<file path="src/rtl/channel_frame_ctrl.sv">
// rtl/channel_frame_ctrl.sv - frame sequencer that passes a bit stream through a Gilbert channel model
module channel_frame_ctrl #(
    parameter int FRAME_W = 16,
    parameter int PE_GOOD = 1,
    parameter int PE_BAD  = 256
) (
    input  logic               clk,
    input  logic               reset,
    input  logic               start,
    input  logic               abort,
    input  logic [FRAME_W-1:0] frame_len,
    input  logic               chan_good,
    output logic               chan_step,
    input  logic               in_valid,
    input  logic               in_bit,
    output logic               in_ready,
    output logic               out_valid,
    output logic               out_bit,
    input  logic               out_ready,
    output logic               busy,
    output logic               done,
    output logic [FRAME_W-1:0] err_cnt,
    output logic [FRAME_W-1:0] bad_cnt
);

    localparam logic [1:0] ST_IDLE  = 2'd0;
    localparam logic [1:0] ST_RUN   = 2'd1;
    localparam logic [1:0] ST_DRAIN = 2'd2;
    localparam logic [1:0] ST_DONE  = 2'd3;

    localparam logic [9:0]         LFSR_SEED = 10'h001;
    localparam logic [FRAME_W-1:0] CNT_ONE   = {{(FRAME_W-1){1'b0}}, 1'b1};

    // Thresholds are 11 bits wide so that 1024 (always flip) is representable
    // against the 10-bit LFSR value.
    localparam logic [10:0] THR_GOOD = 11'(PE_GOOD);
    localparam logic [10:0] THR_BAD  = 11'(PE_BAD);

    logic [1:0]         state_q,     state_d;
    logic [9:0]         lfsr_q,      lfsr_d;
    logic [FRAME_W-1:0] bit_cnt_q,   bit_cnt_d;
    logic [FRAME_W-1:0] len_q,       len_d;
    logic [FRAME_W-1:0] err_cnt_q,   err_cnt_d;
    logic [FRAME_W-1:0] bad_cnt_q,   bad_cnt_d;
    logic               out_valid_q, out_valid_d;
    logic               out_bit_q,   out_bit_d;

    logic        abort_hit;
    logic        start_hit;
    logic        in_ready_c;
    logic        xfer;
    logic        out_hs;
    logic        last_bit;
    logic [10:0] thr;
    logic        flip;

    // Handshake and flip decision for the current cycle.
    always_comb begin
        // Abort only matters once a frame is underway; in IDLE it is a no-op.
        abort_hit  = abort && (state_q != ST_IDLE);
        // Abort wins over start; a zero-length frame is never started.
        start_hit  = (state_q == ST_IDLE) && start && !abort && (frame_len != '0);
        // Single output register: accept a new bit when it is empty or draining now.
        in_ready_c = (state_q == ST_RUN) && (!out_valid_q || out_ready);
        xfer       = in_valid && in_ready_c;
        out_hs     = out_valid_q && out_ready;
        last_bit   = (bit_cnt_q == (len_q - CNT_ONE));
        thr        = chan_good ? THR_GOOD : THR_BAD;
        flip       = ({1'b0, lfsr_q} < thr);
    end

    // Frame sequencing: IDLE -> RUN -> DRAIN -> DONE -> IDLE.
    always_comb begin
        state_d = state_q;
        case (state_q)
            ST_IDLE: begin
                if (start_hit) begin
                    state_d = ST_RUN;
                end
            end
            ST_RUN: begin
                if (xfer && last_bit) begin
                    state_d = ST_DRAIN;
                end
            end
            ST_DRAIN: begin
                if (out_hs) begin
                    state_d = ST_DONE;
                end
            end
            ST_DONE: begin
                state_d = ST_IDLE;
            end
            default: begin
                state_d = ST_IDLE;
            end
        endcase
        if (abort_hit) begin
            state_d = ST_IDLE;
        end
    end

    // Per-frame counters and the error LFSR; statistics hold after the frame.
    always_comb begin
        lfsr_d    = lfsr_q;
        bit_cnt_d = bit_cnt_q;
        len_d     = len_q;
        err_cnt_d = err_cnt_q;
        bad_cnt_d = bad_cnt_q;
        if (start_hit) begin
            // Reseeding makes the flip pattern repeatable frame to frame.
            lfsr_d    = LFSR_SEED;
            bit_cnt_d = '0;
            len_d     = frame_len;
            err_cnt_d = '0;
            bad_cnt_d = '0;
        end else if (xfer && !abort_hit) begin
            lfsr_d    = {lfsr_q[8:0], lfsr_q[9] ^ lfsr_q[2]};
            bit_cnt_d = bit_cnt_q + CNT_ONE;
            err_cnt_d = err_cnt_q + FRAME_W'(flip);
            bad_cnt_d = bad_cnt_q + FRAME_W'(!chan_good);
        end
    end

    // Output register: load on transfer, clear on handshake, drop on abort.
    always_comb begin
        out_valid_d = out_valid_q;
        out_bit_d   = out_bit_q;
        if (abort_hit) begin
            out_valid_d = 1'b0;
        end else if (xfer) begin
            out_valid_d = 1'b1;
            out_bit_d   = in_bit ^ flip;
        end else if (out_hs) begin
            out_valid_d = 1'b0;
        end
    end

    // State registers with asynchronous active-low reset.
    always_ff @(posedge clk or negedge reset) begin
        if (!reset) begin
            state_q     <= ST_IDLE;
            lfsr_q      <= LFSR_SEED;
            bit_cnt_q   <= '0;
            len_q       <= '0;
            err_cnt_q   <= '0;
            bad_cnt_q   <= '0;
            out_valid_q <= 1'b0;
            out_bit_q   <= 1'b0;
        end else begin
            state_q     <= state_d;
            lfsr_q      <= lfsr_d;
            bit_cnt_q   <= bit_cnt_d;
            len_q       <= len_d;
            err_cnt_q   <= err_cnt_d;
            bad_cnt_q   <= bad_cnt_d;
            out_valid_q <= out_valid_d;
            out_bit_q   <= out_bit_d;
        end
    end

    // The channel model advances exactly once per accepted input bit.
    assign chan_step = xfer;
    assign in_ready  = in_ready_c;
    assign out_valid = out_valid_q;
    assign out_bit   = out_bit_q;
    assign busy      = (state_q == ST_RUN) || (state_q == ST_DRAIN);
    assign done      = (state_q == ST_DONE) && !abort;
    assign err_cnt   = err_cnt_q;
    assign bad_cnt   = bad_cnt_q;

endmodule
</file>
<file path="config.mk">
export PLATFORM = sky130hd
export DESIGN_NAME = channel_frame_ctrl
export DESIGN_NICKNAME = d
export VERILOG_FILES = /design/src/rtl/channel_frame_ctrl.sv
export SDC_FILE = /design/constraint.sdc
export NUM_CORES = 1
export LEC_CHECK = 0
export ABC_AREA = 1
export BUFFER_PORTS_ARGS = -buffer_cell sky130_fd_sc_hd__buf_2
export CORE_MARGIN = 8
export CORE_UTILIZATION = 40
export DETAILED_ROUTE_END_ITERATION = 7
export PLACE_DENSITY = 0.7
export SLEW_MARGIN = 10
export SYNTH_ARGS = -nofsm -noshare
export SYNTH_HDL_FRONTEND = slang
export SYNTH_SLANG_ARGS = --single-unit
</file>
<file path="constraint.sdc">
create_clock -name clk -period 2.1 [get_ports clk]
set_input_delay 0.21 -clock clk [delete_from_list [all_inputs] [get_ports clk]]
set_output_delay 0.21 -clock clk [all_outputs]
set_load 0.005 [all_outputs]
</file>
==> impl_metrics.tcl, run 1 <==
set metrics [dict create \
    status "finished, violations left" \
    violations "negative setup slack" \
    utilization_pct 53.3 \
    crit_arrival_ns 2.40 \
    dr.pass1.iters 5 \
    coreArea_sq_um 11300 \
    detailed_place_hpwl_um 8600 \
    vias 4455 \
    crit_chain "inv_2, nand4_1, nor3_2, nand4_1, nand2_1, nand2_2, inv_2, ha_4, nand3_2, inv_2, nand3_4, nor2_4, nand3b_1, nor2_2, nand2_1, o21ai_1, a21oi_1" \
    seq_power_share_pct 33.3 \
    ir_drop_v 0.000616 \
    synth_edf_count 0 \
    finalHoldViolations 0 \
    grt_pass1_vias 4368 \
    floorplan.initialDensity_pct 40.8 \
    gp_congestion 0.864 \
    slowest_stage "dfrtp_1" \
    p_sw_mw 2.53 \
    fill_cells 1033 \
    h-tree-depth 3 \
    swShare_pct 37.9 \
    grt_pass1_wl_um 20000 \
    timing.final.crit_period_ns 2.17 \
    critPathTopFamily "simple AND/OR/NAND/NOR gates" \
    relSlewSlack_pct 69.2 \
    max_cap_violations 0 \
    finalWirelength_um 12300 \
    numCtsBuffers 9 \
    internal-power_mw 4.15 \
    worstPathRequired_ns 2.33 \
    seq_area_frac_synth_pct 42.3 \
    criticalPathCategory "reg -> reg" \
    min_period_over_period_pct 103 \
    first_iter_violations 232 \
    clkLatencyLatePin_ns 0.34 \
    area_growth_pct 30.7 \
    synth_flop_cell "dfrtp_1" \
    synth_cells 615 \
    layout_setup_ws_ns -0.0714 \
    die_w_um 123 \
    dieArea_sq_um 15200 \
    die_y_um 123 \
    max_stage_delay_ns 0.40 \
    min_path_cells 3 \
    io_pins 62 \
    p_total_mw 6.68 \
    endpoint_kind "flop" \
    num_rows 39 \
    start_kind "flop" \
    fmax_mhz 461 \
    grt_remaining_overflow 0 \
    nNetsFinal 758 \
    place_ws_ns -0.204 \
    clockPowerShare_pct 26.3 \
    rsz0062_at_grt "yes" \
    setup_viol 5 \
    stdcell_area_sq_um 6040 \
    grt_util_all_layers_pct 16.3 \
    yosys_warnings 0 \
    r2r_cells 17 \
    drtAntennaViolNets 0 \
    cts-root-buf "clkbuf_16" \
    crit_fanout 3 \
    netlist_area_sq_um 4620 \
    power_per_cell_area_nw_per_um2 1110 \
    skew_ns 0.00669 \
    tightest_slew_ns 0.462 \
    drive_gt1_share_pct 27.6 \
    critPathBufInv 3 \
    antenna_found_initial 0 \
    cp.depth 17 \
    cts_tree "built" \
    grt_max_degree 36 \
    diodes 0 \
    portBuffers 61 \
    ys_types 37 \
    p_leak_nw 3.03 \
    path_clk_slew_ns 0.06 \
    maxSlewViolCount 0 \
    postSynthAreaPerCell_sq_um 7.51 \
    synthArstFlopShare_pct 100 \
    synth_nets 650 \
    pwr-share-comb_pct 40.5 \
    via_per_inst 5.11 \
    clkSinkCount 78 \
    clockBufferDepth 2 \
    cp_common_cell "inv_2" \
    remaining_drc_errors 0 \
    postPlaceCellArea_sq_um 5280 \
    routedWlPerCell_um 14.2 \
    ys_seq_elements 78 \
    min_path_type "in -> reg" \
]
worst min-delay path: stages:
cell	delay [ns]
buf_2	0.08
nand2_1	0.04
nand2_1	0.04
per-layer routing:
metal / share of wire [%] / vias to the layer above / routed length [um] / track usage (%)
met3: 5.3 / 30 / 648 / 4.75
met4: 2.1 / 0 / 265 / 5.72
met2: 50 / 114 / 6140 / 27.7
li1: - / 2226 / - / -
met5: 0 / - / 0 / 0
met1: 43 / 2085 / 5270 / 19.2
through the flow:
step	TNS (ns)	hold WS, ns	std cells
3_3_place_gp	-0.114	0.189	830
3_5_place_dp	-0.721	0.194	830
5_1_grt	-1.63	0.0767	871
4_1_cts	-0.611	0.0690	858
6_report	-0.220	0.0776	871
2_1_floorplan	0	-0.0856	615
placed cells by master, fill, tap and decap left out, drive strengths merged, types with 12 or more instances in the layout:
| master | instances |
|---|---|
| o21ai | 33 |
| inv | 97 |
| a21oi | 32 |
| buf | 112 |
| dfrtp | 77 |
| nor3 | 16 |
| nand2 | 133 |
| nand4 | 12 |
| a31oi | 16 |
| nand3 | 39 |
| clkbuf | 13 |
| nor2 | 78 |
final cells by class:
class,count,area (sq um),share of cell area (%)
Multi-Input combinational cell,423,2440,40.4
Clock buffer,13,270,4.48
Timing Repair Buffer,113,746,12.4
Tap cell,143,179,2.96
Inverter,98,383,6.34
Sequential cell,78,1950,32.4
Clock inverter,3,65.1,1.08
registers in the layout (all words and copies together), names as in the netlist:
| name | count |
|---|---|
| out_valid | 1 |
| bit_cnt_q | 16 |
| len_q | 16 |
| out_bit | 1 |
| lfsr_q | 10 |
| err_cnt | 16 |
| bad_cnt | 16 |
| state_q | 2 |
final timing paths:
path,start,slack (ns),end
hold reg to reg,len_q[15]$_DFFE_PN0P_,0.50,len_q[15]$_DFFE_PN0P_
setup reg to reg,lfsr_q[2]$_DFFE_PN0P_,-0.07,err_cnt[13]$_DFFE_PN0P_
max in group asynchronous,reset,1.14,bad_cnt[4]$_DFFE_PN0P_
hold / removal,frame_len[7],0.08,len_q[7]$_DFFE_PN0P_
setup / recovery,lfsr_q[2]$_DFFE_PN0P_,-0.07,err_cnt[13]$_DFFE_PN0P_
min in group asynchronous,reset,0.37,len_q[15]$_DFFE_PN0P_
repair_timing:
item	4_1_cts	5_1_grt
setup buffers	11	13
hold buffers	1	0
cloned	0	1
endpoints found under the hold margin	31	0
setup endpoints to repair	8	33
pin swaps	9	25
resized for setup	17	46
Yosys cell counts, types with 2 or more instances:
library cell / count / area (sq um)
inv_1: 85 / 319
nand4_1: 12 / 75.1
nor4_1: 9 / 56.3
xnor2_1: 11 / 96.3
ha_1: 11 / 138
nand2_2: 3 / 18.8
dfrtp_1: 77 / 1930
nor2_1: 72 / 270
o21ai_0: 25 / 125
nand3_2: 2 / 20.0
nor3b_1: 3 / 22.5
nor3_2: 4 / 40.0
nand3_1: 36 / 180
nor3_1: 11 / 55.1
o31ai_1: 5 / 37.5
a31oi_1: 16 / 100
xor2_1: 10 / 87.6
nand2_1: 130 / 488
o221a_2: 2 / 22.5
nor2_2: 3 / 18.8
buf_2: 9 / 45.0
clkinv_1: 2 / 7.51
inv_2: 10 / 37.5
a211oi_1: 4 / 30.0
clkbuf_1: 8 / 30.0
nand3b_1: 3 / 22.5
o21ai_1: 8 / 40.0
a21oi_1: 32 / 160
o21a_1: 4 / 30.0
power by group through the flow:
stage | clock (mW) | sequential [mW] | combinational [mW]
global placement | 0 | 2.19 | 2.26
global route | 1.84 | 2.28 | 3.08
finish | 1.75 | 2.23 | 2.70
floorplan | 0 | 2.13 | 1.63
CTS | 1.78 | 2.20 | 2.48
detailed placement | 0 | 2.21 | 2.35
cells by family after synthesis:
group | synth area share, %
simple gates | 29.1
buf+inv | 9.65
compound gates | 12.0
flops | 42.3
xor+xnor | 3.98
fa+ha+maj | 2.98
Note: power is estimated with default switching activity, not from simulation.
==> inputs of run 2 (changes only) <==
Settings changed: CTS_BUF_LIST from default to sky130_fd_sc_hd__clkbuf_8 sky130_fd_sc_hd__clkbuf_16, CTS_CLUSTER_DIAMETER from default to 120, PLACE_DENSITY 0.7 to 0.68.
Clock period 2.1 ns to 2.5 ns, I/O delays scaled along.
==> run 2 against run 1 <==
The flow now finishes without violations. Count of clock-buffer cells in the layout is 3 lower. Sequential power shrank 17%. Global-route usage is 0.82 points lower. First-iteration DRC count shrank 5.2%. Total power is 27% lower. Routed wire length fell by 10%. Fmax is 7.3% lower. Clock skew decreased by 0.00082 ns. Via count is 7.1% lower. Final cell count down 4.9%. Utilization decreased by 5.5 points. Largest power group is now registers.
==> impl_metrics.tcl, run 2 (synthesis results as in run 1) <==
set metrics [dict create \
    utilization_pct 47.8 \
    drive_gt1_share_pct 17.4 \
    finalWirelength_um 11100 \
    area_growth_pct 17.2 \
    ir_drop_v 0.000625 \
    grt_util_all_layers_pct 15.5 \
    tightest_slew_ns 0.864 \
    start_kind "flop" \
    slowest_stage "dfrtp_1" \
    die_w_um 123 \
    reg2reg_from "lfsr_q[2]$_DFFE_PN0P_" \
    fin_tns_setup_ns 0 \
    p_leak_nw 2.73 \
    fmax_mhz 427 \
    layout_setup_ws_ns 0.158 \
    floorplan.initialDensity_pct 40.8 \
    min_path_cells 3 \
    worstPathRequired_ns 2.73 \
    relSlewSlack_pct 42.3 \
    place_ws_ns 0.159 \
    skew_ns 0.00587 \
    maxSlewViolCount 0 \
    detailed_place_hpwl_um 8140 \
    via_per_inst 5.00 \
    first_iter_violations 220 \
    antenna_found_initial 0 \
    rr_endpoint "err_cnt[10]$_DFFE_PN0P_" \
    dr.pass1.iters 5 \
    dieArea_sq_um 15200 \
    timing.final.crit_period_ns 2.34 \
    min_period_over_period_pct 93.7 \
    io_pins 62 \
    r2r_cells 16 \
    stdcell_area_sq_um 5410 \
    cts-root-buf "clkbuf_16" \
    max_cap_violations 0 \
    finalHoldViolations 0 \
    drtAntennaViolNets 0 \
    setup_viol 0 \
    diodes 0 \
    grt_max_degree 51 \
    clkLatencyLatePin_ns 0.34 \
    coreArea_sq_um 11300 \
    min_path_type "in -> reg" \
    critPathTopFamily "simple AND/OR/NAND/NOR gates" \
    portBuffers 61 \
    crit_chain "inv_1, nand4_1, nor3_1, nand4_1, nand2_1, nand2_1, inv_1, ha_1, ha_1, inv_1, nor3_4, nand3_2, nor2_2, nand2_1, o21ai_1, a21oi_1" \
    endpoint_kind "flop" \
    clockBufferDepth 2 \
    grt_pass1_vias 4115 \
    grt_remaining_overflow 0 \
    max_stage_delay_ns 0.40 \
    crit_arrival_ns 2.57 \
    h-tree-depth 3 \
    path_clk_slew_ns 0.06 \
    num_rows 39 \
    power_per_cell_area_nw_per_um2 901 \
    clkSinkCount 78 \
    gp_congestion 0.870 \
    postPlaceCellArea_sq_um 5090 \
    grt_pass1_wl_um 18800 \
    remaining_drc_errors 0 \
    crit_fanout 3 \
    cts_tree "built" \
    final_cell_mix "130 x nand2_1, 86 x inv_1, 77 x dfrtp_1" \
    min_from "frame_len[7]" \
    critPathBufInv 3 \
    reg2reg_slack_ns 0.16 \
    layout_commonest_cell "nand2_1" \
    min_to "len_q[7]$_DFFE_PN0P_" \
    criticalPathCategory "reg -> reg" \
    vias 4139 \
    status "complete, no violations" \
    numCtsBuffers 9 \
    nNetsFinal 715 \
    die_y_um 123 \
    routedWlPerCell_um 13.4 \
]
==> run 2: cell types whose count changed in the layout (fill, tap and decap cells not counted), moves of 5 or more <==
cell,previous run,this run
ha_4,5,0
a21oi_1,27,32
nand2_1,124,130
nand2_2,9,3
inv_1,76,86
buf_4,47,9
nor2_1,65,70
a21oi_2,5,0
inv_2,17,10
ha_1,6,11
==> run 2: metal layers <==
| metal | vias up | share of wire [%] | routed length, um | GRT usage, % |
|---|---|---|---|---|
| met5 | - | 0 | 0 | 0 |
| met1 | 1925 | 46 | 5060 | 18.3 |
| met3 | 6 | 4.9 | 544 | 5.57 |
| li1 | 2133 | - | - | - |
| met2 | 75 | 49 | 5420 | 25.8 |
| met4 | 0 | 0.67 | 74 | 4.82 |
==> run 2: area by class of cell <==
cell class	instances	area, sq um
well taps	143	179
fillers	1121	5910
clock buffers	10	239
clock inverters	6	38.8
inverters	98	370
repair buffers	71	398
flip-flops and latches	78	1950
multi-input cells	422	2240
==> run 2: worst max path at each step <==
| stage | start | end | slack, ns | cells past startpoint |
|---|---|---|---|---|
| after floorplan | lfsr_q[2]$_DFFE_PN0P_ | err_cnt[10]$_DFFE_PN0P_ | 0.43 | 16 |
| after global placement | lfsr_q[2]$_DFFE_PN0P_ | err_cnt[13]$_DFFE_PN0P_ | 0.22 | 17 |
| after detailed placement | lfsr_q[2]$_DFFE_PN0P_ | err_cnt[13]$_DFFE_PN0P_ | 0.16 | 17 |
| after CTS | lfsr_q[2]$_DFFE_PN0P_ | err_cnt[10]$_DFFE_PN0P_ | 0.12 | 16 |
| after global routing | lfsr_q[2]$_DFFE_PN0P_ | err_cnt[10]$_DFFE_PN0P_ | -0.05 | 16 |
| final | lfsr_q[2]$_DFFE_PN0P_ | err_cnt[10]$_DFFE_PN0P_ | 0.16 | 16 |
==> run 2: report_power, final <==
group / internal [mW] / switching, mW
logic: 0.695 / 1.11
clock network: 0.695 / 0.524
registers: 1.55 / 0.300
==> run 2: timing repair <==
action / in CTS / in global routing
resized for setup: 0 / 4
endpoints found under the hold margin: 45 / 0
buffers inserted: 0 / 2
hold buffers: 1 / 0
setup endpoints to repair: 0 / 2
==> run 2: stage by stage <==
stage / power, mW / std cells / hold slack, ns
floorplan: 3.16 / 615 / -0.0456
global route: 5.33 / 828 / 0.124
finish: 4.88 / 828 / 0.125
detailed placement: 3.68 / 809 / 0.311
CTS: 4.93 / 826 / 0.115
global placement: 3.62 / 809 / 0.303
==> run 2: worst register-to-register path: cells and delay by family, from the launching register on <==
kind,cells,cell delay (ns)
flip-flops,1,0.40
AO/OA/AOI/OAI,2,0.18
buffers and inverters,3,0.24
AND/OR/NAND/NOR,9,1.10
adder cells (fa/ha/maj),2,0.32
==> inputs of run 3 (changes only) <==
Settings changed: ABC_AREA 1 to default, MAX_ROUTING_LAYER from default to met4.
==> run 3 against run 2 <==
The run now ends with negative setup slack left. Count of clock-buffer cells in the layout did not move. Die area shrank 6.4%. Setup slack lost 0.25 ns. Clock skew rose by 0.0025 ns. Sequential share of layout area increased by 1.3 points. Register-to-register slack worse by 0.25 ns. Via count shrank 14%. Fmax decreased by 9.6%. First-iteration DRC count shrank 20%. Hold slack better by 0.019 ns. Sequential power shrank 5%. Critical path type unchanged.
==> impl_metrics.tcl, run 3 <==
set metrics [dict create \
    status "finished, violations left" \
    violations "negative setup slack" \
    skew_ns 0.00840 \
    postPlaceCellArea_sq_um 4950 \
    place_ws_ns -0.0798 \
    synth_flop_cell "dfrtp_1" \
    nNetsFinal 577 \
    p_leak_nw 2.42 \
    stdcell_area_sq_um 5220 \
    routedWlPerCell_um 15.2 \
    utilization_pct 50.3 \
    finalWirelength_um 10400 \
    synth_edf_count 0 \
    maxSlewViolCount 0 \
    clockPowerShare_pct 20.2 \
    synth_cells 454 \
    vias 3561 \
    portBuffers 61 \
    critPathTopFamily "simple AND/OR/NAND/NOR gates" \
    numCtsBuffers 9 \
    yosysMostFrequentCell "dfrtp_1" \
    final_cell_mix "77 x dfrtp_1, 60 x buf_2, 55 x nand2_1" \
    cts-root-buf "clkbuf_8" \
    area_growth_pct 21.9 \
    grt_pass1_vias 3746 \
    power_per_cell_area_nw_per_um2 856 \
    first_iter_violations 175 \
    h-tree-depth 3 \
    max_cap_violations 0 \
    regArea_sq_um 1950 \
    fill_cells 986 \
    endpoint_kind "flop" \
    grt_pass1_wl_um 17600 \
    synthArstFlopShare_pct 100 \
    criticalPathCategory "reg -> reg" \
    multi_input_area_sq_um 2270 \
    rsz0062_at_grt "yes" \
    antenna_found_initial 0 \
    diodes 0 \
    pwr-share-comb_pct 40.6 \
    io_pins 62 \
    ys_seq_elements 78 \
    crit_arrival_ns 2.87 \
    ir_drop_v 0.000518 \
    p_sw_mw 1.66 \
    worstPathRequired_ns 2.78 \
    crit_chain "or4_4, or3_4, or4_1, nand3_1, nand4b_1, o41ai_4, mux2i_1" \
    ys_types 54 \
    netlist_area_sq_um 4280 \
    finalHoldViolations 0 \
    start_kind "flop" \
    dieArea_sq_um 14300 \
    fmax_mhz 386 \
    setup_viol 2 \
    clockBufferDepth 2 \
    floorplan.initialDensity_pct 41.3 \
    layout_setup_ws_ns -0.0913 \
    die_w_um 119 \
    max_stage_delay_ns 0.54 \
    path_clk_slew_ns 0.09 \
    relSlewSlack_pct 43.2 \
    yosys_warnings 0 \
    seq_power_share_pct 39.2 \
    grt_util_all_layers_pct 15.2 \
    drive_gt1_share_pct 26.0 \
    swShare_pct 37.1 \
    slowest_stage "or4_4" \
    coreArea_sq_um 10400 \
    timing.final.crit_period_ns 2.59 \
    fin_tns_setup_ns -0.170 \
    critPathBufInv 0 \
    postSynthAreaPerCell_sq_um 9.43 \
    synth.top_cell.area_share_pct 45.0 \
    gp_congestion 0.808 \
    clkLatencyLatePin_ns 0.35 \
    yosys.area.top_type "dfrtp_1" \
    crit_fanout 2 \
    detailed_place_hpwl_um 7470 \
    seq_area_frac_synth_pct 45.6 \
    cts_tree "built" \
    synth_nets 489 \
    layout_commonest_cell "dfrtp_1" \
    tightest_slew_ns 0.852 \
    grt_max_degree 41 \
    dr.pass1.iters 4 \
    internal-power_mw 2.81 \
    via_per_inst 5.21 \
    whs_ns 0.144 \
    min_period_over_period_pct 104 \
    num_rows 37 \
    synth_area_leaders "dfrtp_1 45%, xor2_1 5.9%, xnor2_1 5.3%" \
    drtAntennaViolNets 0 \
    remaining_drc_errors 0 \
    min_path_type "in -> reg" \
    synth_commonest_cells "77 x dfrtp_1, 55 x nand2_1, 54 x nor2_1" \
    die_y_um 119 \
    grt_remaining_overflow 0 \
    clkSinkCount 78 \
]
-- run 3: cell types whose count changed in the layout (fill, tap and decap cells not counted), sizes merged, moves of 12 or more --
cell,change
buf,+24
nor2,-23
nand3,-21
o21ai,-18
inv,-83
xnor2,+15
a31oi,-15
and3,+12
xor2,+19
nand2,-78
mux2,+14
-- run 3: path summary, 6_finish.rpt --
check	slack, ns	startpoint	endpoint	cells after the start
min reg2reg	0.51	out_bit$_DFFE_PN0P_	out_bit$_DFFE_PN0P_	2
max reg2reg	-0.09	len_q[9]$_DFFE_PN0P_	state_q[1]$_DFFE_PN0P_	7
max	-0.09	len_q[9]$_DFFE_PN0P_	state_q[1]$_DFFE_PN0P_	7
min in group asynchronous	0.41	reset	len_q[8]$_DFFE_PN0P_	2
min	0.14	frame_len[0]	len_q[0]$_DFFE_PN0P_	3
max in group asynchronous	1.35	reset	lfsr_q[0]$_DFFE_PN1P_	3
-- run 3: power groups by stage --
stage	registers [mW]	clock network, mW	logic, mW
CTS	1.74	0.928	1.76
detailed placement	1.77	0	1.74
floorplan	1.74	0	1.11
global placement	1.75	0	1.68
global route	1.79	0.978	2.03
finish	1.75	0.901	1.82
-- run 3: routing by layer --
metal / share of wire, % / global-route usage, % / routed length (um)
met3: 4.1 / 4.25 / 423
met2: 48 / 24.4 / 4980
met1: 47 / 18.6 / 4840
met5: 0 / - / 0
met4: 1.4 / 4.06 / 144
-- run 3: cell type report --
cell class	instances	share of cell area [%]
repair buffers	95	11.3
well taps	136	3.26
multi-input cells	345	43.5
clock buffers	10	2.64
clock inverters	6	0.887
inverters	13	0.935
flip-flops and latches	78	37.4
-- run 3: tightest hold or removal path, delay by kind of cell --
| kind | cells | cell delay (ns) |
|---|---|---|
| compound gates | 1 | 0.07 |
| buf+inv | 1 | 0.09 |
| simple gates | 1 | 0.05 |
-- run 3: timing repair --
action / in CTS / in global routing
setup endpoints to repair: 7 / 13
endpoints found under the hold margin: 38 / 0
hold buffers: 1 / 0
setup buffers: 0 / 3
gates resized for setup: 1 / 10
pin swaps: 0 / 11
cloned: 0 / 0
-- run 3: per-stage QoR --
step / total power, mW / cells
2_1_floorplan: 2.84 / 454
3_3_place_gp: 3.43 / 663
3_5_place_dp: 3.50 / 663
4_1_cts: 4.43 / 680
5_1_grt: 4.79 / 683
6_report: 4.47 / 683
-- run 3: cells by family after synthesis --
| kind of cell | share of synthesized area [%] |
|---|---|
| flip-flops | 45.6 |
| AO/OA/AOI/OAI | 8.65 |
| XOR/XNOR | 11.3 |
| buffers and inverters | 2.98 |
| multiplexers | 4.15 |
| adder cells (fa/ha/maj) | 3.21 |
| AND/OR/NAND/NOR | 24.1 |
